### config.mk
export PLATFORM = sky130hd
export DESIGN_NAME = ifu_fetch_stage
export DESIGN_NICKNAME = d
export VERILOG_FILES = /design/src/rtl/ifu_fetch_stage.sv
export SDC_FILE = /design/constraint.sdc
export NUM_CORES = 1
export LEC_CHECK = 0
export BUFFER_PORTS_ARGS = -buffer_cell sky130_fd_sc_hd__buf_2
export CORE_UTILIZATION = 40
export CTS_CLUSTER_DIAMETER = 60
export DETAILED_ROUTE_END_ITERATION = 8
export PLACE_DENSITY = 0.8
export SKIP_CTS_REPAIR_TIMING = 1
export SYNTH_ARGS = -nofsm -noshare
export SYNTH_HDL_FRONTEND = slang
export SYNTH_SLANG_ARGS = --single-unit
### constraint.sdc
create_clock -name clk -period 1.6 [get_ports clk]
set_clock_uncertainty 0.2 [all_clocks]
set_input_delay 0.16 -clock clk [delete_from_list [all_inputs] [get_ports clk]]
set_output_delay 0.16 -clock clk [all_outputs]
set_load 0.02 [all_outputs]
### src/rtl/ifu_fetch_stage.sv
// Non-pipelined instruction fetch stage: one imem read per instruction, {pc, inst} handed to decode.
// Optional performance counters are built only when IFU_PERF_CNT_EN is defined.
module ifu_fetch_stage #(
  parameter int                    DATA_WIDTH = 32,
  parameter logic [DATA_WIDTH-1:0] RESET_PC   = 32'h8000_0000
) (
  input  logic                    clk,
  input  logic                    rst,
  // Handshake rule for every channel below: a transfer happens on the rising
  // edge where valid and ready/allowin are both high; valid and payload hold
  // steady until then.
  output logic                    imem_req_valid,
  output logic [DATA_WIDTH-1:0]   imem_req_addr,
  input  logic                    imem_req_ready,
  input  logic                    imem_resp_valid,
  input  logic [DATA_WIDTH-1:0]   imem_resp_data,
  output logic [2*DATA_WIDTH-1:0] ifu_to_idu_bus,
  output logic                    ifu_to_idu_valid,
  input  logic                    idu_allowin,
  input  logic                    exu_nextpc_valid,
  input  logic [DATA_WIDTH-1:0]   exu_nextpc,
  output logic [31:0]             perf_fetch_cnt,
  output logic [31:0]             perf_stall_cnt,
  output logic [2:0]              dbg_state_o
);

  typedef enum logic [2:0] {
    S_IDLE = 3'd0,
    S_REQ  = 3'd1,
    S_RESP = 3'd2,
    S_SEND = 3'd3,
    S_WAIT = 3'd4
  } state_e;

  state_e                state_q, state_d;
  logic [DATA_WIDTH-1:0] pc_q, pc_d;
  logic [DATA_WIDTH-1:0] inst_q, inst_d;

  logic req_fire;
  logic resp_fire;
  logic send_fire;
  logic req_stall;
  logic resp_stall;

  // Low PC bits are forced to zero on redirect, so they are never consumed.
  logic unused_nextpc_low;
  assign unused_nextpc_low = ^exu_nextpc[1:0];

  assign req_fire   = (state_q == S_REQ)  && imem_req_ready;
  assign resp_fire  = (state_q == S_RESP) && imem_resp_valid;
  assign send_fire  = (state_q == S_SEND) && idu_allowin;
  assign req_stall  = (state_q == S_REQ)  && !imem_req_ready;
  assign resp_stall = (state_q == S_RESP) && !imem_resp_valid;

  always_ff @(posedge clk) begin
    if (rst) begin
      state_q <= S_IDLE;
      pc_q    <= RESET_PC;
      inst_q  <= '0;
    end else begin
      state_q <= state_d;
      pc_q    <= pc_d;
      inst_q  <= inst_d;
    end
  end

  always_comb begin
    state_d = state_q;
    pc_d    = pc_q;
    inst_d  = inst_q;
    case (state_q)
      S_IDLE: state_d = S_REQ;
      S_REQ: begin
        if (req_fire) state_d = S_RESP;
      end
      S_RESP: begin
        if (resp_fire) begin
          inst_d  = imem_resp_data;
          state_d = S_SEND;
        end
      end
      S_SEND: begin
        if (send_fire) state_d = S_WAIT;
      end
      S_WAIT: begin
        // The only place the PC moves after reset.
        if (exu_nextpc_valid) begin
          pc_d    = {exu_nextpc[DATA_WIDTH-1:2], 2'b00};
          state_d = S_REQ;
        end
      end
      default: state_d = S_IDLE;
    endcase
  end

  // Outputs are decoded from registers only, never from inputs.
  assign imem_req_valid   = (state_q == S_REQ);
  assign imem_req_addr    = pc_q;
  assign ifu_to_idu_valid = (state_q == S_SEND);
  assign ifu_to_idu_bus   = {pc_q, inst_q};
  assign dbg_state_o      = state_q;

`ifdef IFU_PERF_CNT_EN
  logic [31:0] perf_fetch_q, perf_fetch_d;
  logic [31:0] perf_stall_q, perf_stall_d;

  always_comb begin
    perf_fetch_d = perf_fetch_q;
    perf_stall_d = perf_stall_q;
    if (send_fire)              perf_fetch_d = perf_fetch_q + 32'd1;
    if (req_stall || resp_stall) perf_stall_d = perf_stall_q + 32'd1;
  end

  always_ff @(posedge clk) begin
    if (rst) begin
      perf_fetch_q <= '0;
      perf_stall_q <= '0;
    end else begin
      perf_fetch_q <= perf_fetch_d;
      perf_stall_q <= perf_stall_d;
    end
  end

  assign perf_fetch_cnt = perf_fetch_q;
  assign perf_stall_cnt = perf_stall_q;
`else
  logic unused_perf_events;
  assign unused_perf_events = send_fire ^ req_stall ^ resp_stall;
  assign perf_fetch_cnt     = 32'h0;
  assign perf_stall_cnt     = 32'h0;
`endif

  // Held-request and held-bus properties for the two outbound channels.
  a_req_hold: assert property (@(posedge clk) disable iff (rst)
    (imem_req_valid && !imem_req_ready) |=> (imem_req_valid && $stable(imem_req_addr)));
  a_bus_hold: assert property (@(posedge clk) disable iff (rst)
    (ifu_to_idu_valid && !idu_allowin) |=> (ifu_to_idu_valid && $stable(ifu_to_idu_bus)));

endmodule

==> flow_metrics.env <==
export IMPL_insertion_delay_ps=320
export IMPL_core_area_um2=7410
export IMPL_synth_area_leaders="dfxtp_1, buf_4, nand2_1"
export IMPL_status="finished clean"
export IMPL_antenna_left=0
export IMPL_hold_path_class="in -> reg"
export IMPL_synth_top_area_share_pct=41.6
export IMPL_p_clk_share_pct=41.6
export IMPL_period_needed_ps=1520
export IMPL_combPwrFrac_pct=14.5
export IMPL_grt_pass1_vias=2392
export IMPL_max_freq_ghz=0.660
export IMPL_clockRootBuffer="clkbuf_8"
export IMPL_ff2ff_setup_slack_ps=190
export IMPL_place_area_um2=3550
export IMPL_p_sw_share_pct=26.2
export IMPL_yosysWarnings=0
export IMPL_wl_per_cell_um=12.3
export IMPL_rr_worst_depth=4
export IMPL_grt_max_degree=36
export IMPL_utilization_pct=59.9
export IMPL_initial_core_util_pct=42.3
export IMPL_design_area_um2=4430
export IMPL_finalSetupViolations=0
export IMPL_setup_ws_ps=84.2
export IMPL_fin_setup_tns_ps=0
export IMPL_ys_ff_latch=65
export IMPL_critical_path_max_fanout=11
export IMPL_drive_gt1_share_pct=33.6
export IMPL_switchingPower_mw=0.993
export IMPL_grtUsageTotal_pct=15.9
export IMPL_drt_total_wl_mm=8.48
export IMPL_drt_initial_drc_count=104
export IMPL_die_h_um=90.5
export IMPL_crit_arrival_ps=1160
export IMPL_clk_path_buf_depth=2
export IMPL_leakage_nw=2.17
export IMPL_antenna_found_initial=0
export IMPL_fin_nets=654
export IMPL_io_pin_count=235
export IMPL_synth_distinct_cells=22
export IMPL_synth_top_area_cell="dfxtp_1"
export IMPL_cts_tree="built"
export IMPL_min_period_over_period_pct=94.7
export IMPL_cts_sinks=65
export IMPL_whs_path_depth=3
export IMPL_grt_first_pass_wirelength_mm=10.5
export IMPL_drc=0
export IMPL_drtPass1Iterations=4
export IMPL_seqPwrFrac_pct=43.9
export IMPL_start_kind="register"
export IMPL_finalWeightedCongestion=0.712
export IMPL_areaGrowthSynthToFinish_pct=41.6
export IMPL_clkSlewWorstSetupHoldPaths_ps=70
export IMPL_via_count=2984
export IMPL_syn_inst=392
export IMPL_worstPathRequired_ps=1240
export IMPL_critical_path_class="reg -> out"
export IMPL_drv_slew=0
export IMPL_die_w_um=90.5
export IMPL_ys_seq_area_share_pct=41.6
export IMPL_crit_path_end_kind="output pin"
export IMPL_final_hold_violation_count=0
export IMPL_total_power_mw=3.79
export IMPL_die_area_um2=8190
export IMPL_max_cap_violations=0
export IMPL_routed_via_density=4.34
export IMPL_rsz0062_at_grt="no"
export IMPL_avgSynthCellArea_um2=7.99
export IMPL_p_int_mw=2.80
export IMPL_rows=31
export IMPL_vdd_drop_max_mv=0.470
export IMPL_portBuffers=164
export IMPL_numCtsBuffers=9
export IMPL_p_per_area_nw_per_um2=855
export IMPL_pre_cts_slack_ps=130
export IMPL_dp_hpwl_mm=5.01
export IMPL_synth_area_um2=3130
export IMPL_htree_levels=3
export IMPL_grt_overflow=0
export IMPL_diodes=0
Yosys cell counts:
cell type / n
a211o_1: 1
a21o_1: 1
a21oi_1: 58
a21oi_2: 5
a22oi_1: 1
and3b_1: 1
and4bb_1: 1
and4bb_2: 1
buf_2: 6
buf_4: 101
buf_6: 1
buf_8: 3
clkbuf_1: 11
conb_1: 1
dfxtp_1: 65
nand2_1: 126
nand3b_1: 2
nand4bb_1: 2
nor2b_1: 1
nor3_1: 1
nor3b_1: 1
or4b_1: 2
worst paths after layout:
check / start / endpoint
worst max-delay path: dbg_state_o[1] / imem_req_valid
worst min-delay path: rst / inst_q[26]
worst max register to register: dbg_state_o[0] / inst_q[27]
worst min register to register: inst_q[14] / inst_q[14]
per-layer routing:
layer  routed length [um]  share of wire [%]  vias up  track usage, %
li1                     -                  -     1464               -
met1                 3080                 36     1348            15.6
met4                  215                2.5        0            6.05
met5                    0                  0        -               0
met2                 4530                 53      155            29.9
met3                  656                7.7       17            5.64
flip-flops by register name (all words and copies together) (netlist names):
signal and cells:
dbg_state_o 3, inst_q 32, imem_req_addr 30
kinds of logic (layout without fill, tap and decap cells):
family	count (synthesis)	after routing	share of synthesized area, %
AO/OA/AOI/OAI	66	66	11.4
buffers and inverters	122	252	28.3
flip-flops	65	65	41.6
other	1	68	0.120
AND/OR/NAND/NOR	138	138	18.6
metrics by stage:
step / std cells / hold WS, ps
4_1_cts: 624 / -160
6_report: 688 / 28.9
2_1_floorplan: 459 / 84.2
3_3_place_gp: 608 / 194
5_1_grt: 688 / 32.0
3_5_place_dp: 608 / 197
power by group through the flow:
stage	Sequential, mW	Clock [mW]	Combinational, mW
floorplan	1.72	0	0.382
CTS	1.66	1.62	0.409
detailed placement	1.70	0	0.408
finish	1.67	1.58	0.548
global route	1.67	1.71	0.588
global placement	1.70	0	0.405
worst max-delay path: stages, from the launching register on:
cell	delay [ps]
dfxtp_4	380
buf_4	150
nor3b_2	140
buf_4	160
cells in the final DEF (no fill, tap or decap), types with 4 or more instances in the layout:
master | netlist | layout
a21oi_1 | 58 | 58
a21oi_2 | 5 | 5
buf_12 | 0 | 4
buf_2 | 6 | 163
buf_4 | 101 | 5
clkbuf_8 | 0 | 10
conb_1 | 1 | 68
dfxtp_1 | 65 | 62
dlygate4sd3_1 | 0 | 64
nand2_1 | 126 | 126
area by class of cell:
class | count | area, um^2
clock buffers | 10 | 138
multi-input cells | 272 | 1200
clock inverters | 6 | 90.1
repair buffers | 236 | 1570
fillers | 648 | 2970
flip-flops and latches | 65 | 1310
well taps | 99 | 124
Note: power is estimated with default switching activity, not from simulation.
